==> src/rtl/riscv_pkg.sv <==
// Shared RISC-V pipeline definitions used by the memory-access stage:
// opcodes, load/store size codes, FSM states and lane helpers.
package riscv_pkg;

   localparam logic [6:0] OPCODE_LOAD    = 7'b0000011;
   localparam logic [6:0] OPCODE_STORE   = 7'b0100011;
   localparam logic [6:0] OPCODE_REG_IMM = 7'b0010011;
   localparam logic [6:0] OPCODE_REG_REG = 7'b0110011;

   localparam logic [2:0] F3_B  = 3'b000;
   localparam logic [2:0] F3_H  = 3'b001;
   localparam logic [2:0] F3_W  = 3'b010;
   localparam logic [2:0] F3_BU = 3'b100;
   localparam logic [2:0] F3_HU = 3'b101;

   typedef enum logic [1:0] {
      IDLE = 2'd0,
      REQ  = 2'd1,
      WAIT = 2'd2
   } mem_state_t;

   // Unsupported size codes are folded into the misaligned path
   function automatic logic mem_misaligned(input logic [2:0] funct3,
                                           input logic [1:0] off,
                                           input logic       is_store);
      logic mis;
      mis = 1'b1;
      case (funct3)
         F3_B:    mis = 1'b0;
         F3_H:    mis = off[0];
         F3_W:    mis = (off != 2'b00);
         F3_BU:   mis = is_store;
         F3_HU:   mis = is_store | off[0];
         default: mis = 1'b1;
      endcase
      return mis;
   endfunction

   function automatic logic [3:0] mem_byte_en(input logic [2:0] funct3,
                                              input logic [1:0] off);
      logic [3:0] be;
      be = 4'b0000;
      case (funct3)
         F3_B, F3_BU: be = 4'b0001 << off;
         F3_H, F3_HU: be = off[1] ? 4'b1100 : 4'b0011;
         F3_W:        be = 4'b1111;
         default:     be = 4'b0000;
      endcase
      return be;
   endfunction

   function automatic logic [31:0] mem_store_data(input logic [2:0]  funct3,
                                                  input logic [31:0] rs2);
      logic [31:0] wd;
      wd = 32'h0000_0000;
      case (funct3)
         F3_B:    wd = {4{rs2[7:0]}};
         F3_H:    wd = {2{rs2[15:0]}};
         F3_W:    wd = rs2;
         default: wd = 32'h0000_0000;
      endcase
      return wd;
   endfunction

endpackage

==> src/rtl/mem_load_align.sv <==
// Extracts the addressed byte/half/word from a load word and sign- or
// zero-extends it according to funct3.
module mem_load_align
   import riscv_pkg::*;
(
   input  logic [31:0] rdata,
   input  logic [1:0]  addr_lo,
   input  logic [2:0]  funct3,
   output logic [31:0] result
);

   logic [7:0]  lane_byte_s;
   logic [15:0] lane_half_s;

   // Lane select and extension
   always_comb begin
      lane_byte_s = rdata[{addr_lo, 3'b000} +: 8];
      lane_half_s = addr_lo[1] ? rdata[31:16] : rdata[15:0];
      result      = 32'h0000_0000;
      case (funct3)
         F3_B:    result = {{24{lane_byte_s[7]}}, lane_byte_s};
         F3_BU:   result = {24'h00_0000, lane_byte_s};
         F3_H:    result = {{16{lane_half_s[15]}}, lane_half_s};
         F3_HU:   result = {16'h0000, lane_half_s};
         F3_W:    result = rdata;
         default: result = 32'h0000_0000;
      endcase
   end

endmodule

==> src/rtl/mem_stage.sv <==
// Memory-access pipeline stage: byte/half/word loads and stores over a
// req/gnt/rvalid data port, ALU pass-through, registered writeback output.
module mem_stage
   import riscv_pkg::*;
#(
   parameter int N = 32
) (
   input  logic         clk,
   input  logic         rst,
   input  logic         em_valid,
   output logic         em_ready,
   input  logic [N-1:0] em_alu_result,
   input  logic [N-1:0] em_rs2_data,
   input  logic [6:0]   em_opcode,
   input  logic [2:0]   em_funct3,
   input  logic [4:0]   em_rd,
   output logic         dmem_req,
   output logic         dmem_we,
   output logic [N-1:0] dmem_addr,
   output logic [3:0]   dmem_be,
   output logic [N-1:0] dmem_wdata,
   input  logic         dmem_gnt,
   input  logic         dmem_rvalid,
   input  logic [N-1:0] dmem_rdata,
   output logic         mw_valid,
   input  logic         mw_ready,
   output logic [N-1:0] mw_result,
   output logic [4:0]   mw_rd,
   output logic         mw_reg_write,
   output logic         mw_misalign
);

   mem_state_t state_q, state_d;

   logic         mw_valid_q, mw_valid_d;
   logic [N-1:0] mw_result_q, mw_result_d;
   logic [4:0]   mw_rd_q, mw_rd_d;
   logic         mw_reg_write_q, mw_reg_write_d;
   logic         mw_misalign_q, mw_misalign_d;
   logic         dmem_req_q, dmem_req_d;
   logic         dmem_we_q, dmem_we_d;
   logic [N-1:0] dmem_addr_q, dmem_addr_d;
   logic [3:0]   dmem_be_q, dmem_be_d;
   logic [N-1:0] dmem_wdata_q, dmem_wdata_d;
   logic [2:0]   funct3_q, funct3_d;
   logic [1:0]   addr_lo_q, addr_lo_d;
   logic [4:0]   rd_q, rd_d;

   logic         is_load_s;
   logic         is_store_s;
   logic         misalign_s;
   logic         alu_write_s;
   logic         accept_s;
   logic [N-1:0] load_value_s;

   assign is_load_s   = (em_opcode == OPCODE_LOAD);
   assign is_store_s  = (em_opcode == OPCODE_STORE);
   assign misalign_s  = mem_misaligned(em_funct3, em_alu_result[1:0], is_store_s);
   assign alu_write_s = ((em_opcode == OPCODE_REG_REG) || (em_opcode == OPCODE_REG_IMM))
                        && (em_rd != 5'd0);

   // The output slot must be free, or draining this cycle, before accepting
   assign em_ready = (state_q == IDLE) && (!mw_valid_q || mw_ready);
   assign accept_s = em_valid && em_ready;

   mem_load_align u_load_align (
      .rdata   (dmem_rdata),
      .addr_lo (addr_lo_q),
      .funct3  (funct3_q),
      .result  (load_value_s)
   );

   // Next-state, request and writeback-result logic
   always_comb begin
      state_d        = state_q;
      mw_valid_d     = mw_valid_q && !mw_ready;
      mw_result_d    = mw_result_q;
      mw_rd_d        = mw_rd_q;
      mw_reg_write_d = mw_reg_write_q;
      mw_misalign_d  = mw_misalign_q;
      dmem_req_d     = dmem_req_q;
      dmem_we_d      = dmem_we_q;
      dmem_addr_d    = dmem_addr_q;
      dmem_be_d      = dmem_be_q;
      dmem_wdata_d   = dmem_wdata_q;
      funct3_d       = funct3_q;
      addr_lo_d      = addr_lo_q;
      rd_d           = rd_q;

      if (accept_s) begin
         if (is_load_s || is_store_s) begin
            if (misalign_s) begin
               mw_valid_d     = 1'b1;
               mw_result_d    = {N{1'b0}};
               mw_rd_d        = em_rd;
               mw_reg_write_d = 1'b0;
               mw_misalign_d  = 1'b1;
            end else begin
               state_d      = REQ;
               dmem_req_d   = 1'b1;
               dmem_we_d    = is_store_s;
               dmem_addr_d  = {em_alu_result[N-1:2], 2'b00};
               dmem_be_d    = mem_byte_en(em_funct3, em_alu_result[1:0]);
               dmem_wdata_d = mem_store_data(em_funct3, em_rs2_data);
               funct3_d     = em_funct3;
               addr_lo_d    = em_alu_result[1:0];
               rd_d         = em_rd;
            end
         end else begin
            mw_valid_d     = 1'b1;
            mw_result_d    = em_alu_result;
            mw_rd_d        = em_rd;
            mw_reg_write_d = alu_write_s;
            mw_misalign_d  = 1'b0;
         end
      end else begin
         case (state_q)
            IDLE: state_d = IDLE;
            REQ: begin
               if (dmem_gnt) begin
                  dmem_req_d = 1'b0;
                  if (dmem_we_q) begin
                     state_d        = IDLE;
                     mw_valid_d     = 1'b1;
                     mw_result_d    = {N{1'b0}};
                     mw_rd_d        = rd_q;
                     mw_reg_write_d = 1'b0;
                     mw_misalign_d  = 1'b0;
                  end else begin
                     state_d = WAIT;
                  end
               end else begin
                  state_d = REQ;
               end
            end
            WAIT: begin
               if (dmem_rvalid) begin
                  state_d        = IDLE;
                  mw_valid_d     = 1'b1;
                  mw_result_d    = load_value_s;
                  mw_rd_d        = rd_q;
                  mw_reg_write_d = (rd_q != 5'd0);
                  mw_misalign_d  = 1'b0;
               end else begin
                  state_d = WAIT;
               end
            end
            default: state_d = IDLE;
         endcase
      end
   end

   // Stage registers with synchronous reset
   always_ff @(posedge clk) begin
      if (rst) begin
         state_q        <= IDLE;
         mw_valid_q     <= 1'b0;
         mw_result_q    <= {N{1'b0}};
         mw_rd_q        <= 5'd0;
         mw_reg_write_q <= 1'b0;
         mw_misalign_q  <= 1'b0;
         dmem_req_q     <= 1'b0;
         dmem_we_q      <= 1'b0;
         dmem_addr_q    <= {N{1'b0}};
         dmem_be_q      <= 4'b0000;
         dmem_wdata_q   <= {N{1'b0}};
         funct3_q       <= 3'b000;
         addr_lo_q      <= 2'b00;
         rd_q           <= 5'd0;
      end else begin
         state_q        <= state_d;
         mw_valid_q     <= mw_valid_d;
         mw_result_q    <= mw_result_d;
         mw_rd_q        <= mw_rd_d;
         mw_reg_write_q <= mw_reg_write_d;
         mw_misalign_q  <= mw_misalign_d;
         dmem_req_q     <= dmem_req_d;
         dmem_we_q      <= dmem_we_d;
         dmem_addr_q    <= dmem_addr_d;
         dmem_be_q      <= dmem_be_d;
         dmem_wdata_q   <= dmem_wdata_d;
         funct3_q       <= funct3_d;
         addr_lo_q      <= addr_lo_d;
         rd_q           <= rd_d;
      end
   end

   assign mw_valid     = mw_valid_q;
   assign mw_result    = mw_result_q;
   assign mw_rd        = mw_rd_q;
   assign mw_reg_write = mw_reg_write_q;
   assign mw_misalign  = mw_misalign_q;
   assign dmem_req     = dmem_req_q;
   assign dmem_we      = dmem_we_q;
   assign dmem_addr    = dmem_addr_q;
   assign dmem_be      = dmem_be_q;
   assign dmem_wdata   = dmem_wdata_q;

endmodule
==> config.mk <==
export PLATFORM = sky130hd
export DESIGN_NAME = mem_stage
export DESIGN_NICKNAME = d
export VERILOG_FILES = /design/src/rtl/riscv_pkg.sv /design/src/rtl/mem_load_align.sv /design/src/rtl/mem_stage.sv
export SDC_FILE = /design/constraint.sdc
export NUM_CORES = 1
export LEC_CHECK = 0
export CORE_MARGIN = 3
export CORE_UTILIZATION = 40
export CTS_CLUSTER_SIZE = 16
export DETAILED_ROUTE_END_ITERATION = 10
export PLACE_DENSITY = 0.72
export RECOVER_POWER = 100
export SLEW_MARGIN = 20
export SYNTH_ARGS = -nofsm -noshare
export SYNTH_HDL_FRONTEND = slang
export SYNTH_HIERARCHICAL = 1
export SYNTH_SLANG_ARGS = --single-unit
==> constraint.sdc <==
create_clock -name clk -period 3.7 [get_ports clk]
set_input_delay 0.555 -clock clk [delete_from_list [all_inputs] [get_ports clk]]
set_output_delay 0.555 -clock clk [all_outputs]
set_load 0.02 [all_outputs]
* Yosys cells after proc, flatten, opt, wreduce, memory -nomap -nowiden
Index checks and enable logic that the tools add are counted.
** Word-level totals
- Bits in registers :: 120
- Output and inout bits :: 111
- Word-level logic and storage cells :: 113
** Operators by class
- Eq/ne operators :: 20
- Shift-type cells :: 2
- Mux-type cells :: 51
- Bitwise gates (word level) :: 2
- Reduce and logical (&&, ||, !) cells :: 24
** Operator list (number)
- 2-to-1 mux 32 bit :: 6
- one-hot mux 32 bit (5 select lines) :: 1
- one-hot mux 32 bit (3 select lines) :: 1
- one-hot mux 32 bit (2 select lines) :: 1
- variable part select 32 x 6 -> 8 bit :: 1
- 2-to-1 mux 5 bit :: 6
- 2-to-1 mux 1 bit :: 21
- 2-to-1 mux 16 bit :: 1
- == test 7 x 6 -> 1 bit, second input constant :: 2
- == test 3 bit, second input constant :: 4
- 2-to-1 mux 2 bit :: 6
- inequality test 3 bit, second input constant :: 4
- one-hot mux 4 bit (3 select lines) :: 1
- one-hot mux 5 bit (2 select lines) :: 1
- nonzero test 5 bit :: 2
- == test 7 x 2 -> 1 bit, second input constant :: 1
- == test 7 x 5 -> 1 bit, second input constant :: 1
- == test 3 x 1 -> 1 bit, second input constant :: 2
- == test 3 x 2 -> 1 bit, second input constant :: 2
- logical NOT 3 bit :: 2
- one-hot mux 1 bit (2 select lines) :: 3
- nonzero test 2 bit :: 3
- one-hot mux 1 bit (5 select lines) :: 1
- AND reduction 5 bit :: 1
- 18 further kinds :: 25

* Depth between registers and ports, before layout
Gate-level depths: netlist (run 1).
- Depth after elaboration :: 6
- Depth in mapped cells :: 9
- Depth with buffers taken out :: 7

* By module
The synthesis (run 1) kept the hierarchy.
** Modules (own cells, without submodules)
- mem_stage :: instances 1, cells an instance 615, area an instance 5026.1 µm², sequential area each 2402.3 µm²
- mem_load_align :: instances 1, cells an instance 109, area an instance 812.0 µm², sequential area each 0.0 µm²

* Worst setup path before layout (run 1)
Ideal clock, no wire load.
- Kind :: input-to-reg
- Start point :: input em_opcode[4]
- End point :: register mw_result_q[10], in the netlist mw_result[10]
- Setup time :: 0.137 ns
- Data arrival time :: 2.141 ns
- Slack :: 1.421 ns
- Stages :: 7
- Path buffers :: 2
- Path through :: or4_1 or2_2 and2_1 clkbuf_1 clkbuf_1 a22oi_1 a211oi_1
** Between the ends
- Cells in the longest elaborated chain, start to end :: 5
- Elaborated cells between the ends (all ways) :: 9
** Ends and longest elaborated chain
- start, declared :: RTL line mem_stage.sv:14 : input logic [6:0] em_opcode,
- == test 7 x 6 -> 1 bit :: RTL line mem_stage.sv:57 : assign is_store_s = (em_opcode == OPCODE_STORE);
- OR 1 bit :: RTL line riscv_pkg.sv:33 : F3_HU: mis = is_store | off[0];
- one-hot mux 1 bit (5 select lines) :: RTL line riscv_pkg.sv:28 : case (funct3)
- inequality test 3 bit (no source line)
- AND reduction 5 bit (no source line)
- end signal, assigned :: RTL line mem_stage.sv:158 : mw_result_q <= {N{1'b0}};
- end signal, assigned :: RTL line mem_stage.sv:173 : mw_result_q <= mw_result_d;
- end, declared :: RTL line mem_stage.sv:36 : logic [N-1:0] mw_result_q, mw_result_d;
Several ways; a longest one is shown, not always the timed one.
A chain may end at the register's enable or synchronous reset.

* Worst setup path in the final report (run 1)
- Start point :: input em_alu_result[1]
- End point :: register dmem_wdata_q[1], in the netlist dmem_wdata[1]
** Between the ends
- Cells in the longest elaborated chain, start to end :: 4
** Ends and longest elaborated chain
- start, declared :: RTL line mem_stage.sv:12 : input logic [N-1:0] em_alu_result,
- nonzero test 2 bit :: RTL line riscv_pkg.sv:31 : F3_W: mis = (off != 2'b00);
- one-hot mux 1 bit (5 select lines) :: RTL line riscv_pkg.sv:28
- NOT 1 bit (no source line)
- AND reduction 3 bit (no source line)
- end signal, assigned :: RTL line mem_stage.sv:166 : dmem_wdata_q <= {N{1'b0}};
- end signal, assigned :: RTL line mem_stage.sv:181 : dmem_wdata_q <= dmem_wdata_d;
- end, declared :: RTL line mem_stage.sv:44 : logic [N-1:0] dmem_wdata_q, dmem_wdata_d;
No other way between the ends.

==> flow_summary.rst, run 1 <==
.. list-table::
   :header-rows: 1

   * - Metric
     - Value
   * - Initial cell density of the core
     - 41.4%
   * - Total clock buffers created by CTS
     - 17
   * - Post-cts sizing count
     - 0
   * - Number of cell rows
     - 43
   * - Power share of the clock group
     - 49.2%
   * - Sequential area share after synthesis
     - 41.1%
   * - Type of origin of the critical path
     - input port
   * - Post-synthesis cell area
     - 5840 µm²
   * - Post-layout minimum cycle time
     - 3.06 ns
   * - Category of the most critical setup path
     - input port to register
   * - Worst-path clk slew
     - 0.05 ns
   * - Worst Skew
     - 0.00662 ns
   * - Power spent charging and discharging nets
     - 915 µW
   * - Worst hold path class
     - register to register
   * - Proportion of layout cells with a drive suffix above 1
     - 7.43%
   * - Proportion of register bits with asynchronous set or reset after synthesis
     - 0%
   * - Count of mapped cells out of synthesis
     - 724
   * - Peak fanout along the critical path
     - 34
   * - EDFF count, synth
     - 0
   * - List of most frequent post-synthesis cells
     - 134 x sky130_fd_sc_hd__nand2_1, 120 x sky130_fd_sc_hd__dfxtp_1, 93 x sky130_fd_sc_hd__a21oi_1
   * - Sort of element at the end of the critical path
     - register
   * - Library cell occupying the most area in the post-synthesis netlist
     - sky130_fd_sc_hd__dfxtp_1
   * - Comb pwr share
     - 15.3%
   * - CTS tree
     - yes
   * - Antenna Cells
     - 0
   * - Share of the clock period used by the worst path after layout
     - 82.7%
   * - Height of the chip
     - 127 µm
   * - Number of global-route vias before repair
     - 5609
   * - Leak
     - 3.36 nW
   * - Internal power
     - 2.94 mW
   * - Largest cells by area after synthesis
     - sky130_fd_sc_hd__dfxtp_1 41%, sky130_fd_sc_hd__nand2_1 8.6%, sky130_fd_sc_hd__a21oi_1 8.0%
   * - Share of Yosys cell area claimed by the top area cell type
     - 41.1%
   * - Number of buffers inserted by hold repair at cts
     - 0
   * - Required arrival time at the worst endpoint
     - 4.06 ns
   * - Synthesized area divided by synthesized cell count
     - 8.06 µm²
   * - Worst r2r path cells
     - 8
   * - Worst hold slack
     - 0.445 ns
   * - Total iterations of the first detailed-routing run
     - 5
   * - Total track usage
     - 23.9%
   * - Clock Latency Late Sink
     - 0.42 ns
   * - Final routed DRC violation total
     - 0
   * - Number of setup violations in the final report
     - 0
   * - Transition time of the tightest slew-check pin
     - 1.30 ns
   * - Number of antenna violations at the first check in global routing
     - 0
   * - Result of the run
     - complete, no violations
   * - Ordered cell list for the critical path
     - dlygate4sd3_1 -> or4_1 -> a211oi_4 -> nand2_4 -> a2111oi_0 -> buf_4 -> a22o_1
   * - Number of I/O pins
     - 228
   * - Number of cells on the worst hold path
     - 2
   * - First DRT Iteration DRCs
     - 396
   * - Number of vias in the routed layout
     - 6073
   * - Count of unique library cells instantiated by Yosys
     - 53
   * - WL/cell
     - 17.8 µm
   * - Synth Flop Type
     - sky130_fd_sc_hd__dfxtp_1
   * - Maximum number of pins on one net before global-route repair
     - 77
   * - Highest-delay cell along the critical path
     - sky130_fd_sc_hd__or4_1
   * - Max H-tree Level
     - 4
   * - Max-slew violation count
     - 0
   * - Vias/cell
     - 5.48
   * - Area growth from synthesis to layout
     - 50.7%
   * - Number of register bits inferred by synthesis
     - 120
   * - Maximum ir drop on the vdd rail
     - 0.322 mV
   * - Most frequent cell after synthesis
     - sky130_fd_sc_hd__nand2_1
   * - Switching power as a share of total power
     - 23.7%
   * - Clock Root Buffer
     - sky130_fd_sc_hd__clkbuf_16
   * - Total congestion overflow
     - 0
   * - Fmax
     - 327 MHz
   * - Fraction of power consumed by sequential logic
     - 35.5%
   * - Remaining number of nets flagged by the antenna check after routing
     - 0
   * - Max_cap viols
     - 0
   * - Global-route wire length before repair
     - 30800 µm
   * - Die footprint
     - 16100 µm²
   * - Arrival time at the worst endpoint
     - 3.42 ns
   * - Fillers
     - 1277
   * - Setup repair after global routing missed its margin
     - no
   * - Nets@finish
     - 1037
   * - Number of endpoints with negative hold slack in the final report
     - 0
   * - Final weighted congestion in routability-driven placement
     - 0.874
   * - Total number of yosys warnings
     - 6
   * - Wire length reported by the detailed router
     - 19800 µm
   * - Port-buffer cells
     - 225
   * - Floorplan die width
     - 127 µm
   * - HPWL reported at the end of detailed placement
     - 14100 µm
   * - Slew headroom
     - 13.6%
   * - Pwr Density
     - 438 nW/µm²
   * - Maximum single-stage delay on the critical path
     - 0.63 ns
   * - Number of post-CTS setup repair buffers
     - 0
   * - Clock sinks
     - 120
   * - Core Box Area
     - 14100 µm²
   * - Total Neg Setup Slack
     - 0 ns
   * - Number of buffers on the longest clock path
     - 2
area by class of cell:
| class | count | area, µm² | share of cell area [%] |
|---|---|---|---|
| repair buffers | 240 | 2350 | 26.7 |
| flip-flops and latches | 120 | 2400 | 27.3 |
| clock buffers | 25 | 526 | 5.97 |
| clock inverters | 6 | 158 | 1.79 |
| multi-input cells | 530 | 3100 | 35.3 |
| well taps | 180 | 225 | 2.56 |
| inverters | 8 | 30.0 | 0.341 |
metrics by stage:
step / power (mW) / instance area [µm²] / cells / util, % / setup slack, ns
floorplan: 1.69 / 5840 / 725 / - / 1.42
global placement: 2.00 / 8150 / 1078 / 57.8 / 0.577
detailed placement: 2.01 / 8150 / 1078 / 57.8 / 0.518
CTS: 3.91 / 8840 / 1109 / 62.7 / 0.952
global route: 3.99 / 8800 / 1109 / 62.4 / 0.445
finish: 3.85 / 8800 / 1109 / 62.4 / 0.639
registers in the layout, summed over array words and instances, names as in the netlist:
register and cells:
addr_lo_q 2, dmem_addr 30, dmem_be 4, dmem_req 1, dmem_wdata 32, dmem_we 1, funct3_q 3, mw_misalign 1
mw_rd 5, mw_reg_write 1, mw_result 32, mw_valid 1, rd_q 5, state_q 2
power groups by stage:
stage | Sequential (mW) | Clock (mW) | Combinational, mW
after detailed placement | 1.40 | 0 | 0.608
after CTS | 1.37 | 1.93 | 0.612
final | 1.37 | 1.90 | 0.588
after global placement | 1.40 | 0 | 0.607
after floorplan | 1.46 | 0 | 0.232
after global routing | 1.38 | 1.98 | 0.637
path summary, 6_finish.rpt:
kind	start	end	slack (ns)
max reg2reg	state_q[0]$_SDFFE_PP0P_	mw_result[11]$_SDFFE_PP0P_	0.98
max	em_alu_result[1]	dmem_wdata[1]$_SDFFE_PP0P_	0.64
min	dmem_wdata[8]$_SDFFE_PP0P_	dmem_wdata[8]$_SDFFE_PP0P_	0.44
min reg2reg	dmem_wdata[8]$_SDFFE_PP0P_	dmem_wdata[8]$_SDFFE_PP0P_	0.44
routing by layer:
layer  vias to the layer above  share of wire [%]  global-route usage, %
li1                       3011                  -                      -
met1                      2857                 45                   31.8
met2                       188                 49                   38.9
met3                        17                5.6                   5.73
met4                         0                1.2                   6.37
met5                         -                  0                      0
cell families (layout without fill, tap and decap cells):
| logic type | count (synthesis) | count (layout) | synth area share, % |
|---|---|---|---|
| DFF | 120 | 120 | 41.1 |
| buffers and inverters | 75 | 279 | 5.79 |
| other | 1 | 2 | 0.0642 |
| AOI/OAI and AO/OA | 245 | 245 | 28.8 |
| muxes | 15 | 15 | 3.15 |
| and+or+nand+nor | 265 | 265 | 20.4 |
| adders and majority gates | 3 | 3 | 0.643 |
cell usage in the layout (no fill, tap or decap), types with 5 or more instances in the layout:
master / count
sky130_fd_sc_hd__a221o_1: 6
sky130_fd_sc_hd__bufinv_16: 5
sky130_fd_sc_hd__nor2_1: 50
sky130_fd_sc_hd__clkbuf_8: 7
sky130_fd_sc_hd__mux2i_1: 6
sky130_fd_sc_hd__nand2_1: 134
sky130_fd_sc_hd__a22oi_1: 34
sky130_fd_sc_hd__dfxtp_1: 120
sky130_fd_sc_hd__nand2b_1: 7
sky130_fd_sc_hd__o211ai_1: 16
sky130_fd_sc_hd__a311oi_1: 5
sky130_fd_sc_hd__clkbuf_16: 17
sky130_fd_sc_hd__mux2_2: 7
sky130_fd_sc_hd__a22o_1: 20
sky130_fd_sc_hd__o21ai_0: 13
sky130_fd_sc_hd__or3_1: 10
sky130_fd_sc_hd__a211oi_1: 37
sky130_fd_sc_hd__clkdlybuf4s50_1: 113
sky130_fd_sc_hd__inv_1: 7
sky130_fd_sc_hd__buf_4: 13
sky130_fd_sc_hd__nand3_1: 19
sky130_fd_sc_hd__nand3b_1: 5
sky130_fd_sc_hd__nor3_1: 9
sky130_fd_sc_hd__a21oi_1: 92
sky130_fd_sc_hd__dlygate4sd3_1: 111
sky130_fd_sc_hd__nor2b_1: 8
sky130_fd_sc_hd__o221ai_1: 7
worst max-delay path, delay by kind of cell:
kind / cells / cell delay [ns]
compound gates: 3 / 1.03
simple gates: 2 / 0.90
buf+inv: 2 / 0.92
Note: power is estimated with default switching activity, not from simulation.
==> run 2: changes to the inputs <==
- clock period: 3.7 -> 3.15 ns (I/O delays scaled with it)
==> flow_summary.rst, run 2 (same netlist as run 1, synthesis figures left out) <==
.. list-table::
   :header-rows: 1

   * - Metric
     - Value
   * - Clock Root Buffer
     - sky130_fd_sc_hd__clkbuf_16 (unchanged)
   * - WL/cell
     - 17.4 µm (was 17.8 µm)
   * - Slew headroom
     - 39.0% (was 13.6%)
   * - Total congestion overflow
     - 0 (unchanged)
   * - Number of buffers on the longest clock path
     - 2 (unchanged)
   * - Wire length reported by the detailed router
     - 19500 µm (was 19800 µm)
   * - Vias/cell
     - 5.40 (was 5.48)
   * - CTS tree
     - yes (unchanged)
   * - Leak
     - 3.37 nW (was 3.36 nW)
   * - Final Instance Count excl. Fillers
     - 1118 (was 1109)
   * - Number of setup violations in the final report
     - 0 (unchanged)
   * - Type of origin of the critical path
     - input port (unchanged)
   * - Final Worst Setup Slack
     - 0.470 ns (was 0.639 ns)
   * - Clock sinks
     - 120 (unchanged)
   * - Number of endpoints with negative hold slack in the final report
     - 0 (unchanged)
   * - Die footprint
     - 16100 µm² (unchanged)
   * - Cells after DPL
     - 1087 (was 1078)
   * - Total track usage
     - 23.9% (about the same)
   * - Max-slew violation count
     - 0 (unchanged)
   * - Port-buffer cells
     - 225 (unchanged)
   * - Fmax
     - 373 MHz
   * - Area growth from synthesis to layout
     - 50.7% (about the same)
   * - Peak fanout along the critical path
     - 17 (was 34)
   * - Total clock buffers created by CTS
     - 17 (unchanged)
   * - Transition time of the tightest slew-check pin
     - 0.911 ns (was 1.30 ns)
   * - Maximum number of pins on one net before global-route repair
     - 77 (unchanged)
   * - Total iterations of the first detailed-routing run
     - 5 (unchanged)
   * - Core Box Area
     - 14100 µm² (unchanged)
   * - Number of buffers inserted by hold repair at cts
     - 0 (unchanged)
   * - Maximum single-stage delay on the critical path
     - 0.59 ns (was 0.63 ns)
   * - Category of the most critical setup path
     - input port to register (unchanged)
   * - Global-route wire length before repair
     - 31000 µm (was 30800 µm)
   * - Post-cts sizing count
     - 0 (unchanged)
   * - Setup repair after global routing missed its margin
     - no (unchanged)
   * - Worst Skew
     - 0.00487 ns (was 0.00662 ns)
   * - Worst-path clk slew
     - 0.05 ns (about the same)
   * - Maximum ir drop on the vdd rail
     - 0.343 mV (was 0.322 mV)
   * - Highest-delay cell along the critical path
     - sky130_fd_sc_hd__or4_1 (unchanged)
   * - HPWL reported at the end of detailed placement
     - 14300 µm (was 14100 µm)
   * - Max_cap viols
     - 0 (unchanged)
   * - Number of antenna violations at the first check in global routing
     - 0 (unchanged)
   * - Critical Path Start
     - em_opcode[4] (was em_alu_result[1])
   * - Number of vias in the routed layout
     - 6037 (was 6073)
   * - Final weighted congestion in routability-driven placement
     - 0.911 (was 0.874)
   * - Result of the run
     - complete, no violations (unchanged)
   * - Area post-placement
     - 8230 µm² (was 8150 µm²)
   * - Number of post-CTS setup repair buffers
     - 0 (unchanged)
   * - Number of cell rows
     - 43 (unchanged)
   * - Number of global-route vias before repair
     - 5743 (was 5609)
   * - Sort of element at the end of the critical path
     - register (unchanged)
   * - Startpoint of the most critical hold path
     - dmem_wdata[21]$_SDFFE_PP0P_ (was dmem_wdata[8]$_SDFFE_PP0P_)
   * - Pwr Density
     - 480 nW/µm² (was 438 nW/µm²)
   * - Height of the chip
     - 127 µm (unchanged)
   * - Ordered cell list for the critical path
     - dlygate4sd3_1 -> or4_1 -> a211oi_1 -> nand2_4 -> buf_4 -> or3_1 -> a21oi_1 (was dlygate4sd3_1 -> or4_1 -> a211oi_4 -> nand2_4 -> a2111oi_0 -> buf_4 -> a22o_1)
   * - Proportion of layout cells with a drive suffix above 1
     - 8.10% (was 7.43%)
   * - Post-layout minimum cycle time
     - 2.68 ns
   * - Max H-tree Level
     - 4 (unchanged)
   * - Worst hold path class
     - register to register (unchanged)
   * - Share of the clock period used by the worst path after layout
     - 85.1%
   * - Post-route design area
     - 8800 µm² (about the same)
   * - Clock Latency Late Sink
     - 0.41 ns (was 0.42 ns)
   * - Nets@finish
     - 1046 (was 1037)
   * - Antenna Cells
     - 0 (unchanged)
   * - Initial cell density of the core
     - 41.4% (unchanged)
   * - Final routed DRC violation total
     - 0 (unchanged)
   * - Most common cell after layout, fill and taps aside
     - sky130_fd_sc_hd__nand2_1 (unchanged)
   * - Floorplan die width
     - 127 µm (unchanged)
   * - Leading cell types in the layout, fill and taps excluded
     - 134 x sky130_fd_sc_hd__nand2_1, 120 x sky130_fd_sc_hd__dfxtp_1, 114 x sky130_fd_sc_hd__clkdlybuf4s50_1 (was 134 x sky130_fd_sc_hd__nand2_1, 120 x sky130_fd_sc_hd__dfxtp_1, 113 x sky130_fd_sc_hd__clkdlybuf4s50_1)
   * - Cell family with the largest share of critical-path delay
     - simple AND/OR/NAND/NOR gates (was compound AO/OA/AOI/OAI gates)
   * - Reg2reg start
     - funct3_q[1]$_SDFFE_PP0P_ (was state_q[0]$_SDFFE_PP0P_)
   * - Worst hold slack
     - 0.444 ns (was 0.445 ns)
   * - Number of I/O pins
     - 228 (unchanged)
   * - Required arrival time at the worst endpoint
     - 3.48 ns (was 4.06 ns)
   * - Total Neg Setup Slack
     - 0 ns (unchanged)
   * - Remaining number of nets flagged by the antenna check after routing
     - 0 (unchanged)
   * - Worst slack after detailed placement
     - 0.265 ns (was 0.518 ns)
   * - Arrival time at the worst endpoint
     - 3.01 ns (was 3.42 ns)
   * - CP bufs+invs
     - 2 (unchanged)
   * - First DRT Iteration DRCs
     - 431 (was 396)
==> run 2: changes by cell type in the layout (fill, tap and decap cells not counted), moves of 2 or more <==
| cell | delta |
|---|---|
| sky130_fd_sc_hd__buf_12 | +2 |
| sky130_fd_sc_hd__buf_4 | +7 |
| sky130_fd_sc_hd__clkinv_2 | +3 |
| sky130_fd_sc_hd__bufinv_16 | -3 |
| sky130_fd_sc_hd__clkbuf_8 | -2 |
==> run 2: through the flow <==
step	utilization (%)	total power, mW
floorplan	-	1.99
global placement	58.4	2.36
detailed placement	58.4	2.36
CTS	62.6	4.29
global route	62.4	4.41
finish	62.4	4.22
==> run 2: power breakdown <==
group          switching, mW  total (mW)  internal (mW)
logic                  0.363       0.692          0.329
registers             0.0283        1.61           1.58
clock network          0.658        1.92           1.26
total                   1.05        4.22           3.17
==> run 2: layer usage <==
layer | wire length [µm] | vias up | track usage, %
met5 | 0 | - | 0
met4 | 290 | 0 | 7.13
met3 | 1000 | 19 | 4.84
met2 | 9290 | 182 | 37.9
met1 | 8880 | 2810 | 33.1
li1 | - | 3026 | -
==> run 2: final timing paths <==
| path | depth (start not counted) | endpoint | slack, ns |
|---|---|---|---|
| setup reg to reg | 6 | mw_result[27]$_SDFFE_PP0P_ | 0.91 |
| hold / removal | 2 | dmem_wdata[21]$_SDFFE_PP0P_ | 0.44 |
| setup / recovery | 7 | dmem_wdata[20]$_SDFFE_PP0P_ | 0.47 |
| hold reg to reg | 2 | dmem_wdata[21]$_SDFFE_PP0P_ | 0.44 |
==> run 2: area by class of cell <==
class / count / area [µm²]
fillers: 1291 / 5300
multi-input cells: 530 / 3100
repair buffers: 249 / 2450
flip-flops and latches: 120 / 2400
clock buffers: 24 / 502
well taps: 180 / 225
clock inverters: 7 / 91.3
inverters: 8 / 30.0
==> run 2: worst min-delay path: cells and delay by family, from the launching register on <==
family             cells  cell delay, ns
and+or+nand+nor        1            0.05
AOI/OAI and AO/OA      1            0.05
DFF                    1            0.30
